## config.mk

```make
export PLATFORM = sky130hd
export DESIGN_NAME = clock_rate_detect
export DESIGN_NICKNAME = d
export VERILOG_FILES = /design/src/rtl/clock_rate_detect.sv
export SDC_FILE = /design/constraint.sdc
export NUM_CORES = 1
export LEC_CHECK = 0
export ABC_AREA = 1
export BUFFER_PORTS_ARGS = -buffer_cell sky130_fd_sc_hd__buf_2
export CELL_PAD_IN_SITES_DETAIL_PLACEMENT = 1
export CELL_PAD_IN_SITES_GLOBAL_PLACEMENT = 2
export CORE_ASPECT_RATIO = 0.6
export CORE_MARGIN = 4
export CORE_UTILIZATION = 36
export DETAILED_ROUTE_END_ITERATION = 8
export GPL_TIMING_DRIVEN = 1
export PLACE_DENSITY = 0.81
export SYNTH_ARGS = -nofsm -noshare
export SYNTH_HDL_FRONTEND = slang
export SYNTH_SLANG_ARGS = --single-unit
```

## constraint.sdc

```tcl
create_clock -name clk -period 2.1 [get_ports clk]
set_input_delay 0.105 -clock clk [delete_from_list [all_inputs] [get_ports clk]]
set_output_delay 0.105 -clock clk [all_outputs]
set_load 0.005 [all_outputs]
```

## src/rtl/clock_rate_detect.sv

```systemverilog
// I2S format detector: counts LRCK edges and BCLKs-per-frame over a 1 ms gate
// window, classifies the stream and publishes a debounced 8-bit format code.
module clock_rate_detect #(
    parameter int CLK_HZ     = 100000000,
    parameter int LOCK_COUNT = 2
) (
    input  logic       clk,
    input  logic       rst,
    input  logic       bclk_in,
    input  logic       lrck_in,
    input  logic       dsd_in,
    output logic [7:0] data_out,
    output logic       next,
    output logic       locked
);
    localparam int GATE = CLK_HZ / 1000;
    localparam int GW   = $clog2(GATE);
    localparam int MW   = $clog2(LOCK_COUNT + 1);
    localparam logic [GW-1:0] GATE_LAST = GW'(GATE - 1);
    localparam logic [MW-1:0] LOCK_M    = MW'(LOCK_COUNT);

    logic          bclk_meta_q, bclk_meta_d, bclk_sync_q, bclk_sync_d, bclk_prev_q, bclk_prev_d;
    logic          lrck_meta_q, lrck_meta_d, lrck_sync_q, lrck_sync_d, lrck_prev_q, lrck_prev_d;
    logic          dsd_meta_q, dsd_meta_d, dsd_sync_q, dsd_sync_d;
    logic [GW-1:0] gate_q, gate_d;
    logic [8:0]    e_cnt_q, e_cnt_d;
    logic [7:0]    bclk_cnt_q, bclk_cnt_d;
    logic          first_q, first_d, have_frame_q, have_frame_d;
    logic [7:0]    min_q, min_d, max_q, max_d;
    logic [7:0]    class_q, class_d;
    logic          class_vld_q, class_vld_d;
    logic [7:0]    cand_q, cand_d, data_q, data_d;
    logic [MW-1:0] match_q, match_d;
    logic          next_q, next_d;

    logic       bclk_rise, lrck_rise, boundary;
    logic [3:0] rate_v;
    logic [2:0] wmin_v, wmax_v;
    logic [7:0] win_class;

    // {valid, rate[2:0]} from LRCK edges per 1 ms window
    function automatic logic [3:0] rate_code(input logic [8:0] e);
        if      (e >= 9'd42  && e <= 9'd46)  rate_code = 4'b1000;
        else if (e >= 9'd47  && e <= 9'd50)  rate_code = 4'b1001;
        else if (e >= 9'd94  && e <= 9'd98)  rate_code = 4'b1010;
        else if (e >= 9'd126 && e <= 9'd130) rate_code = 4'b1011;
        else if (e >= 9'd174 && e <= 9'd179) rate_code = 4'b1100;
        else if (e >= 9'd190 && e <= 9'd194) rate_code = 4'b1101;
        else                                 rate_code = 4'b0000;
    endfunction

    // {valid, width[1:0]} from BCLKs per frame
    function automatic logic [2:0] width_code(input logic [7:0] f);
        if      (f >= 8'd31 && f <= 8'd33) width_code = 3'b100;
        else if (f >= 8'd47 && f <= 8'd49) width_code = 3'b101;
        else if (f >= 8'd63 && f <= 8'd65) width_code = 3'b110;
        else                               width_code = 3'b000;
    endfunction

    assign bclk_rise = bclk_sync_q & ~bclk_prev_q;
    assign lrck_rise = lrck_sync_q & ~lrck_prev_q;
    assign boundary  = (gate_q == GATE_LAST);

    always_comb begin
        bclk_meta_d = bclk_in;
        bclk_sync_d = bclk_meta_q;
        bclk_prev_d = bclk_sync_q;
        lrck_meta_d = lrck_in;
        lrck_sync_d = lrck_meta_q;
        lrck_prev_d = lrck_sync_q;
        dsd_meta_d  = dsd_in;
        dsd_sync_d  = dsd_meta_q;
    end

    always_comb begin
        rate_v = rate_code(e_cnt_q);
        wmin_v = width_code(min_q);
        wmax_v = width_code(max_q);
        if (dsd_sync_q)
            win_class = 8'h80;
        else if (rate_v[3] && have_frame_q && wmin_v[2] && (wmin_v == wmax_v))
            win_class = {1'b0, wmin_v[1:0], 2'b00, rate_v[2:0]};
        else
            win_class = 8'hFF;
    end

    // Edges seen on the boundary cycle open the new window; the frame that
    // straddles the boundary is never folded into min/max.
    always_comb begin
        gate_d       = boundary ? '0 : gate_q + GW'(1);
        e_cnt_d      = e_cnt_q;
        bclk_cnt_d   = bclk_cnt_q;
        first_d      = first_q;
        have_frame_d = have_frame_q;
        min_d        = min_q;
        max_d        = max_q;
        if (bclk_rise && bclk_cnt_q != 8'hFF)
            bclk_cnt_d = bclk_cnt_q + 8'd1;
        if (lrck_rise)
            bclk_cnt_d = {7'b0, bclk_rise};
        if (boundary) begin
            e_cnt_d      = {8'b0, lrck_rise};
            first_d      = lrck_rise;
            have_frame_d = 1'b0;
            min_d        = 8'hFF;
            max_d        = 8'h00;
        end else if (lrck_rise) begin
            if (e_cnt_q != 9'h1FF)
                e_cnt_d = e_cnt_q + 9'd1;
            first_d = 1'b1;
            if (first_q) begin
                have_frame_d = 1'b1;
                if (bclk_cnt_q < min_q) min_d = bclk_cnt_q;
                if (bclk_cnt_q > max_q) max_d = bclk_cnt_q;
            end
        end
        class_vld_d = boundary;
        class_d     = boundary ? win_class : class_q;
    end

    // next is a one-cycle strobe that coincides with the new data_out value;
    // there is no back-pressure, so the consumer samples data_out while next=1.
    always_comb begin
        cand_d  = cand_q;
        match_d = match_q;
        data_d  = data_q;
        next_d  = 1'b0;
        if (class_vld_q) begin
            if (class_q == cand_q) begin
                if (match_q != LOCK_M)
                    match_d = match_q + MW'(1);
            end else begin
                cand_d  = class_q;
                match_d = MW'(1);
            end
            if (match_d == LOCK_M && cand_d != data_q) begin
                data_d = cand_d;
                next_d = 1'b1;
            end
        end
    end

    always_ff @(posedge clk) begin
        if (rst) begin
            bclk_meta_q  <= 1'b0;
            bclk_sync_q  <= 1'b0;
            bclk_prev_q  <= 1'b0;
            lrck_meta_q  <= 1'b0;
            lrck_sync_q  <= 1'b0;
            lrck_prev_q  <= 1'b0;
            dsd_meta_q   <= 1'b0;
            dsd_sync_q   <= 1'b0;
            gate_q       <= '0;
            e_cnt_q      <= '0;
            bclk_cnt_q   <= '0;
            first_q      <= 1'b0;
            have_frame_q <= 1'b0;
            min_q        <= 8'hFF;
            max_q        <= 8'h00;
            class_q      <= 8'hFF;
            class_vld_q  <= 1'b0;
            cand_q       <= 8'hFF;
            match_q      <= '0;
            data_q       <= 8'hFF;
            next_q       <= 1'b0;
        end else begin
            bclk_meta_q  <= bclk_meta_d;
            bclk_sync_q  <= bclk_sync_d;
            bclk_prev_q  <= bclk_prev_d;
            lrck_meta_q  <= lrck_meta_d;
            lrck_sync_q  <= lrck_sync_d;
            lrck_prev_q  <= lrck_prev_d;
            dsd_meta_q   <= dsd_meta_d;
            dsd_sync_q   <= dsd_sync_d;
            gate_q       <= gate_d;
            e_cnt_q      <= e_cnt_d;
            bclk_cnt_q   <= bclk_cnt_d;
            first_q      <= first_d;
            have_frame_q <= have_frame_d;
            min_q        <= min_d;
            max_q        <= max_d;
            class_q      <= class_d;
            class_vld_q  <= class_vld_d;
            cand_q       <= cand_d;
            match_q      <= match_d;
            data_q       <= data_d;
            next_q       <= next_d;
        end
    end

    assign data_out = data_q;
    assign next     = next_q;
    assign locked   = (data_q != 8'hFF);
endmodule

```

# ---- Word-level counts from Yosys, hierarchy flattened
# Cells that the tools add are included.
dict set report classes {
  n_addsub 4
  order_cmp 26
  eq_ne 9
  muxes 27
  bitwise 5
  reduce_logical 29
}
# operator n
set op_table {}
lappend op_table {{$ge 8x6->1 const B} 4}
lappend op_table {{$le 8x6->1 const B} 4}
lappend op_table {{$mux 8} 4}
lappend op_table {{$le 9x8->1 const B} 3}
lappend op_table {{$mux 4} 6}
lappend op_table {{$ge 9x6->1 const B} 2}
lappend op_table {{$ge 9x7->1 const B} 2}
lappend op_table {{$ge 9x8->1 const B} 2}
lappend op_table {{$le 9x6->1 const B} 2}
lappend op_table {{$mux 3} 6}
lappend op_table {{$add 17x1->17 const B} 1}
lappend op_table {{$eq 17x17->1 const B} 1}
lappend op_table {{$logic_and 1x1->1} 17}
lappend op_table {{$ge 8x5->1 const B} 2}
lappend op_table {{$le 8x7->1 const B} 2}
lappend op_table {{$ne 8x8->1 const B} 2}
lappend op_table {{$add 9x1->9 const B} 1}
lappend op_table {{$le 9x7->1 const B} 1}
lappend op_table {{$ne 9x9->1 const B} 1}
lappend op_table {{$add 8x1->8 const B} 1}
lappend op_table {{$eq 8x8->1} 1}
lappend op_table {{$gt 8x8->1} 1}
lappend op_table {{$lt 8x8->1} 1}
lappend op_table {{$mux 1} 8}
lappend op_table {{12 further kinds} 25}
dict set report word_totals {
  register_bits 88
  input_bits 5
  out_inout_bits 10
  word_cells 123
}

# ---- Longest topological paths before layout
# Gate-level depths: netlist of run 1.
dict set report logic_depth {
  word_depth 13
  ltp_mapped 16
  ltp_nobuf 15
}

# ---- Worst setup path after synthesis of run 1
# Ideal clock, no wire load.
dict set report synth_timing {
  path_kind {reg2reg}
  start {reg e_cnt_q[1]}
  end {reg e_cnt_q[6]}
  setup_ns 0.119
  arrival_ns 1.651
  required_time_ns 1.981
  slack_ns 0.329
  stages_incl_launch_ff 11
  n_path_buf 0
  period_less_slack_ns 1.771
  cell_sequence {dfxtp_1 ha_1 nand3_1 nor3_1 ha_1 nor2_1 inv_1 nor2_1 nand2_1 o21ai_0 a21oi_1}
}
dict set report synth_between {
  elab_chain_cells 2
  elab_cells_between_ends 3
  classes_between {1 x add/sub; 1 x eq/ne; 1 x reduce/logical}
}
# element line
set synth_rtl {}
lappend synth_rtl {{start, declared} 26} ;# logic [8:0] e_cnt_q, e_cnt_d;
lappend synth_rtl {{start signal, assigned} 176} ;# e_cnt_q <= e_cnt_d;
lappend synth_rtl {{branches (longest 2 deep; another with $add 9x1->9)} n/a}
# Parallel ways; which one is timed is not known.
# A chain may end at the register's enable or synchronous reset.

# ---- Worst setup path after layout of run 1
dict set report layout_timing {
  start {reg e_cnt_q[1]}
  end {reg class_q[5]}
}
dict set report layout_between {
  elab_chain_cells 13
  elab_cells_between_ends 29
  classes_between {12 x order compare; 8 x mux; 9 x reduce/logical}
}
# element line
set layout_rtl {}
lappend layout_rtl {{$ge 9x8->1 or $le 9x8->1 (tied branches)} 48} ;# else if (e >= 9'd190 && e <= 9'd194) rate_code = 4'b1101;
lappend layout_rtl {{$logic_and 1x1->1} 48}
lappend layout_rtl {{$mux 4} 48}
lappend layout_rtl {{$mux 4} 47} ;# else if (e >= 9'd174 && e <= 9'd179) rate_code = 4'b1100;
lappend layout_rtl {{$mux 4} 46} ;# else if (e >= 9'd126 && e <= 9'd130) rate_code = 4'b1011;
lappend layout_rtl {{$mux 4} 45} ;# else if (e >= 9'd94 && e <= 9'd98) rate_code = 4'b1010;
lappend layout_rtl {{$mux 4} 44} ;# else if (e >= 9'd47 && e <= 9'd50) rate_code = 4'b1001;
lappend layout_rtl {{$mux 4 (*)} 43} ;# if (e >= 9'd42 && e <= 9'd46) rate_code = 4'b1000;
lappend layout_rtl {{$logic_and 1x1->1 (*) (3 in a row)} 81} ;# else if (rate_v[3] && have_frame_q && wmin_v[2] && (wmin_v == wmax_v))
lappend layout_rtl {{$mux 8 (*)} 81}
lappend layout_rtl {{$mux 8 (*)} 79} ;# if (dsd_sync_q)
lappend layout_rtl {{end signal, assigned} 182} ;# class_q <= class_d;
lappend layout_rtl {{end, declared} 30} ;# logic [7:0] class_q, class_d;
# Every way passes the cells marked *; elsewhere a longest branch is shown, timed or not.

==> flow_summary.toml, run 1 <==
[clock_tree]
clockRootBuffer = "clkbuf_16"
tritoncts = "done"
htree_num_levels = 3
clk_latency_ns = 0.34
cts_buffers = 9
cts_setup_buffers = 0
clockBufferDepth = 2
cts.reportedPaths.clkPinSlew_ns = 0.06
clock-sinks = 87

[synth]
synth_area_um2 = 4560
synth-compound-area-share = 0.135
synth.mux.area_fraction = 0
syn_area_per_cell_um2 = 7.12
syn-num-nets = 667
synth-simple-area-share = 0.295
synth_flop_cell = "dfxtp_1"
ys_types = 43
synth_xor_area_frac = 0.0384
synth_edf_count = 0
netlist_instances = 641
async_flop_share = 0
ys_seq_area_frac = 0.382
yosysWarnings = 0
synth_seq_cells = 87
synthAdderAreaFrac = 0.0576
synth_top_family_by_area = "simple AND/OR/NAND/NOR gates"

[placed_design]
hpwl_mm = 9.67
numPortBuffers = 14
globalplace.congestion = 0.829

[routing]
wl_per_cell_um = 15.2
routed.top_layer = "met4"
drt-initial-drc-count = 152
wl_met1_mm = 6.57
vias = 4192
dr.pass1.iters = 4
drc = 0
drt_wl_total_mm = 12.7
avgViaCountPerCell = 5.03
ant_nets = 0
met3_length_um = 461
dr_wl_met2_mm = 5.60

[floorplan]
die_x_um = 153
die_y_um = 95.2
rows = 31
start_util = 0.374
die_area_um2 = 14600
coreArea_um2 = 12200
io_pins = 15

[power_and_ir_drop]
leakagePower_nw = 2.29
power.density_nw_per_um2 = 669
ir_worst_vdd_mv = 0.326
totalPowerFinal_mw = 3.50

[timing]
layout_worst_path_cycle_share = 0.888
slew_headroom = 0.693
hold_violations = 0
timing.fmax_mhz = 537
worst_clock_skew_ns = 0.00525
min_period_ns = 1.86
worst_slew_pin_slew_ns = 0.459
slew_violations = 0
finalSetupViolations = 0
rsz0062_at_grt = "no"
finalSetupTns_ns = 0

[worst_setup_path]
worstPathRequired_ns = 2.34
crit_type = "reg2reg"
path_max_fanout = 6
cp-end-kind = "flop"
crit_arrival_ns = 2.10
start_kind = "flop"

[global_routing]
grt-ovfl-total = 0
grt_start_max_net_pins = 28
track_usage = 0.182
antenna_found_initial = 0
grt_pass1_wl_mm = 21.5
grt_pass1_vias = 4257

[final_layout]
drive_above_1_share = 0.115
final_core_util = 0.429
layout.nets = 691
n_antenna_cell = 0
area_delta_synth_final_pct = 14.8

[min_path]
min_path_type = "in2reg"

[flow_run]
max_cap_viol_count = 0

[status]
status = "finished, final reports clean"
-- cells by family (layout without fill, tap and decap cells) --
kind of cell | count (synthesis) | count (layout)
and+or+nand+nor | 293 | 293
AOI/OAI and AO/OA | 115 | 115
buffers and inverters | 105 | 133
xor gates and xnor gates | 20 | 20
adders and majority gates | 21 | 21
DFF | 87 | 87
-- through the flow --
stage	cells	instance area (µm²)	hold WS, ns	setup slack (ns)
floorplan	641	4560	0.212	0.329
global placement	816	4860	0.303	0.142
detailed placement	816	4860	0.314	0.0313
CTS	834	5190	0.123	0.0112
global route	834	5240	0.119	0.00597
finish	834	5240	0.130	0.236
-- path summary, 6_finish.rpt --
check                    from          end  slack [ns]  depth (start not counted)
hold reg to reg   bclk_meta_q  bclk_prev_d        0.41                          2
setup reg to reg   e_cnt_q[1]   class_q[5]        0.24                         14
setup / recovery   e_cnt_q[1]   class_q[5]        0.24                         14
hold / removal            rst    cand_q[3]        0.13                          3
-- routing by layer --
| layer | vias up | GRT usage |
|---|---|---|
| li1 | 2152 | - |
| met3 | 9 | 0.0358 |
| met1 | 1979 | 0.254 |
| met5 | - | 0 |
| met2 | 52 | 0.296 |
| met4 | 0 | 0.0404 |
-- area by class of cell --
type,count,area [µm²]
inverter,92,358
fill,1550,6980
clock inverter,3,68.8
multi-input combinational,449,2440
tap,165,206
timing repair buffer,26,180
clock buffer,12,236
sequential,87,1750
-- registers in the layout (all words and copies together) (netlist names), 2 cells and up --
name        count
data_out        8
cand_q          8
match_q         2
bclk_cnt_q      8
class_q         7
max_q           8
min_q           8
gate_q         17
e_cnt_q         9
-- where the power goes --
part	leakage (nW)	switching, mW	total, mW	internal, mW
sequential	0.706	0.0145	1.68	1.67
combinational	1.43	0.0821	0.124	0.0415
clock	0.147	0.657	1.70	1.04
-- cell usage after synthesis (2+ instances only) --
cell type | number | share of area
nor4_1 | 8 | 0.011
ha_1 | 21 | 0.058
inv_2 | 7 | 0.0058
xor2_1 | 13 | 0.025
buf_1 | 2 | 0.0016
nand2_2 | 7 | 0.0096
nor2_2 | 4 | 0.0055
a21oi_1 | 51 | 0.056
nand3b_1 | 2 | 0.0033
o211ai_1 | 8 | 0.013
nand3_2 | 2 | 0.0044
nor2_1 | 78 | 0.064
clkinv_1 | 2 | 0.0016
inv_1 | 82 | 0.067
a31oi_1 | 5 | 0.0069
nor3_2 | 2 | 0.0044
buf_2 | 5 | 0.0055
nand2_4 | 2 | 0.0049
xnor2_1 | 7 | 0.013
or2_2 | 4 | 0.0055
o21ai_1 | 7 | 0.0077
clkbuf_1 | 5 | 0.0041
nand4_1 | 13 | 0.018
nand2_1 | 106 | 0.087
dfxtp_1 | 87 | 0.38
nand3_1 | 42 | 0.046
o21ai_0 | 38 | 0.042
nor3_1 | 13 | 0.014
nor3b_1 | 4 | 0.0066
-- timing repair --
action	CTS	global route
setup endpoints to repair	0	22
hold buffers	3	0
gates resized for setup	0	13
hold endpoints to repair	3	0
-- layout by cell type (no fill, tap or decap), types with 9 or more instances in the layout --
cell type	instances
nand3_1	40
xor2_1	13
buf_2	14
a21oi_1	51
o21ai_0	38
nor2_1	75
ha_1	20
nor3_1	12
nand2_1	105
clkbuf_16	9
nand4_1	13
inv_1	82
dfxtp_1	85
-- critical path, stage by stage (launching register included) --
cell and delay, ns:
dfxtp_1 0.39, ha_2 0.23, nand3_1 0.15, nor2_1 0.13
nand2_1 0.05, nand3_1 0.11, nand2_1 0.10, nand2_1 0.08
nor2_1 0.04, nand2_1 0.06, nand3_2 0.11, nand2_4 0.11
nand3_1 0.08, nand2_1 0.09, inv_1 0.04
Power figures use the tool's default switching activity.
==> run 2: changes to the inputs <==
--- a/config.mk
+++ b/config.mk
@@ -5,16 +5,16 @@
 export SDC_FILE = /design/constraint.sdc
 export NUM_CORES = 1
 export LEC_CHECK = 0
-export ABC_AREA = 1
+export ABC_AREA = 0
 export BUFFER_PORTS_ARGS = -buffer_cell sky130_fd_sc_hd__buf_2
 export CELL_PAD_IN_SITES_DETAIL_PLACEMENT = 1
 export CELL_PAD_IN_SITES_GLOBAL_PLACEMENT = 2
 export CORE_ASPECT_RATIO = 0.6
 export CORE_MARGIN = 4
-export CORE_UTILIZATION = 36
+export CORE_UTILIZATION = 39
 export DETAILED_ROUTE_END_ITERATION = 8
 export GPL_TIMING_DRIVEN = 1
-export PLACE_DENSITY = 0.81
+export PLACE_DENSITY = 0.82
 export SYNTH_ARGS = -nofsm -noshare
 export SYNTH_HDL_FRONTEND = slang
 export SYNTH_SLANG_ARGS = --single-unit
==> constraint.sdc (replaced) <==
create_clock -name clk -period 2 [get_ports clk]
set_input_delay 0.1 -clock clk [delete_from_list [all_inputs] [get_ports clk]]
set_output_delay 0.1 -clock clk [all_outputs]
set_load 0.005 [all_outputs]
==> flow_summary.toml, run 2 <==
[status]
status = "finished with violations"
violations = "setup timing"

[synth]
synth_flop_cell = "dfxtp_1"
syn_area_per_cell_um2 = 8.73
synth_area_um2 = 4430
ys_types = 55
synth_top_area_share = 0.393
netlist_instances = 507
ys_seq_area_frac = 0.393
synth.most_common_cell = "dfxtp_1"
yosysTopAreaCell = "dfxtp_1"
yosysWarnings = 0
synthTopCellsByArea = "dfxtp_1, ha_1, xor2_1"
synth_edf_count = 0
synth_seq_cells = 87
syn-num-nets = 533
async_flop_share = 0
synth_common_cells = "dfxtp_1, nand2_1, nor2_1"

[timing]
layout_worst_path_cycle_share = 1.01
rsz0062_at_grt = "yes"
timing.fmax_mhz = 496
slew_violations = 0
hold_violations = 0
min_period_ns = 2.02
setup_slack_ns = -0.0177
worst_clock_skew_ns = 0.00940
worst_slew_pin_slew_ns = 0.371
finalSetupViolations = 6
slew_headroom = 0.751

[final_layout]
n_antenna_cell = 0
layout.nets = 628
final_common_cell = "buf_4"
drive_above_1_share = 0.292
largest_reg_flops = 17
area_delta_synth_final_pct = 33.0
largest_register = "gate_q"
fin_cells = 745
top_regs = "gate_q (17), e_cnt_q (9)"
final_cell_mix = "buf_4, dfxtp_1, nand2_1, nor2_1, nand3_1"
stdcell_area_um2 = 5890

[global_routing]
grt_start_max_net_pins = 21
grt_pass1_wl_mm = 20.6
grt_pass1_vias = 4038
track_usage = 0.191
grtUsageMet3 = 0.0356
top_usage_layer = "met2"
grt.met1_usage = 0.275
grt_use_met2 = 0.294
antenna_found_initial = 0
grt-ovfl-total = 0

[clock_tree]
cts_buffers = 9
cts.reportedPaths.clkPinSlew_ns = 0.07
clock-sinks = 87
clk_latency_ns = 0.34
clockRootBuffer = "clkbuf_16"
tritoncts = "done"
htree_num_levels = 3
clockBufferDepth = 2

[placed_design]
hpwl_mm = 9.24
globalplace.congestion = 0.864
place_area_um2 = 5140
dp.cells = 716
numPortBuffers = 14

[power_and_ir_drop]
ir_worst_vdd_mv = 0.381
power.density_nw_per_um2 = 609
leakagePower_nw = 2.41
totalPowerFinal_mw = 3.59

[routing]
drc = 0
ant_nets = 0
drt_wl_total_mm = 12.8
vias = 3984
drt-initial-drc-count = 181
dr.pass1.iters = 4
avgViaCountPerCell = 5.35
wl_per_cell_um = 17.2

[worst_setup_path]
start_kind = "flop"
path_max_fanout = 6
r2r-start = "min_q[3]"
slowest_stage = "dfxtp_4"
cp_cell_sequence = "buf_4, nor4b_4, a22oi_2, nor3_2, o2111ai_2, a2111oi_4, buf_6, a21oi_1"
crit_arrival_ns = 2.25
r2r_cells = 8
worstPathRequired_ns = 2.23
cp-end-kind = "flop"
crit_type = "reg2reg"
cpPeakStageDelay_ns = 0.36
worstReg2RegEnd = "class_q[7]"
rrSetupSlack_ns = -0.02

[floorplan]
start_util = 0.409
die_x_um = 146
rows = 29
die_y_um = 90.5
coreArea_um2 = 10800
die_area_um2 = 13200
io_pins = 15

[min_path]
hp-start = "rst"
hold_depth = 2
min_path_type = "in2reg"
min_to = "first_q"

[flow_run]
max_cap_viol_count = 0
## run 2: cell count changes in the layout (fill, tap and decap cells not counted), moves of 12 or more
cell     before  now
nor2_1       75   40
o21ai_0      38   18
nand2_1     105   52
buf_4         8   82
mux2i_1       0   24
xor2_1       13   28
nor2b_1       0   12
inv_1        82   27
a21oi_1      51   11
## run 2: report_power, final
part / switching, mW / internal [mW]
clock: 0.704 / 0.959
sequential: 0.0165 / 1.75
combinational: 0.0900 / 0.0687
## run 2: how the worst max path moves through the flow
stage	to	startpoint	cells after the start
final	class_q[7]	min_q[3]	8
after global routing	class_q[7]	min_q[3]	8
after CTS	class_q[0]	min_q[4]	7
after detailed placement	max_q[3]	max_q[1]	8
after global placement	max_q[1]	max_q[1]	8
after floorplan	max_q[0]	max_q[1]	8
## run 2: cells by family (layout without fill, tap and decap cells)
| group | Yosys count | in the layout | share of synthesized area |
|---|---|---|---|
| DFF | 87 | 87 | 0.393 |
| AOI/OAI and AO/OA | 84 | 85 | 0.131 |
| adders and majority gates | 21 | 21 | 0.0594 |
| buffers and inverters | 47 | 145 | 0.0455 |
| xor gates and xnor gates | 36 | 36 | 0.0712 |
| and+or+nand+nor | 208 | 208 | 0.245 |
| muxes | 24 | 24 | 0.0543 |
## run 2: final cells by class
cell class / count / area, µm²
Fill cell: 1260 / 4930
Multi-Input combinational cell: 374 / 2790
Sequential cell: 87 / 1770
Timing Repair Buffer: 103 / 769
Clock buffer: 9 / 225
Tap cell: 139 / 174
Inverter: 27 / 101
Clock inverter: 6 / 62.6
## run 2: worst max-delay path: cells and delay by family, from the launching register on
kind,cells,cell delay [ns]
buffers and inverters,2,0.32
flip-flops,1,0.36
AO/OA/AOI/OAI,4,0.76
AND/OR/NAND/NOR,2,0.47
## run 2: routing by layer
layer  up-vias  part of all wire
li1       1980                 -
met1      1933              0.51
met2        59              0.44
met3        12             0.037
met4         0             0.010
met5         -                 0
## run 2: timing repair
action / in CTS / in global routing
hold buffers: 3 / 0
endpoints found under the hold margin: 3 / 0
pin swaps: 7 / 20
endpoints found under the setup margin: 25 / 38
gates cloned: 0 / 1
gates resized for setup: 34 / 46
buffers inserted: 3 / 7
## run 2: metrics by stage
step                setup WS (ns)  setup TNS [ns]  hold WS, ns   util
floorplan                 0.00869               0        0.228      -
global placement           -0.167           -2.01        0.307  0.475
detailed placement         -0.248           -3.39        0.317  0.475
CTS                      0.000324               0        0.116  0.522
global route               -0.143          -0.873        0.134  0.544
finish                    -0.0177         -0.0609        0.118  0.544
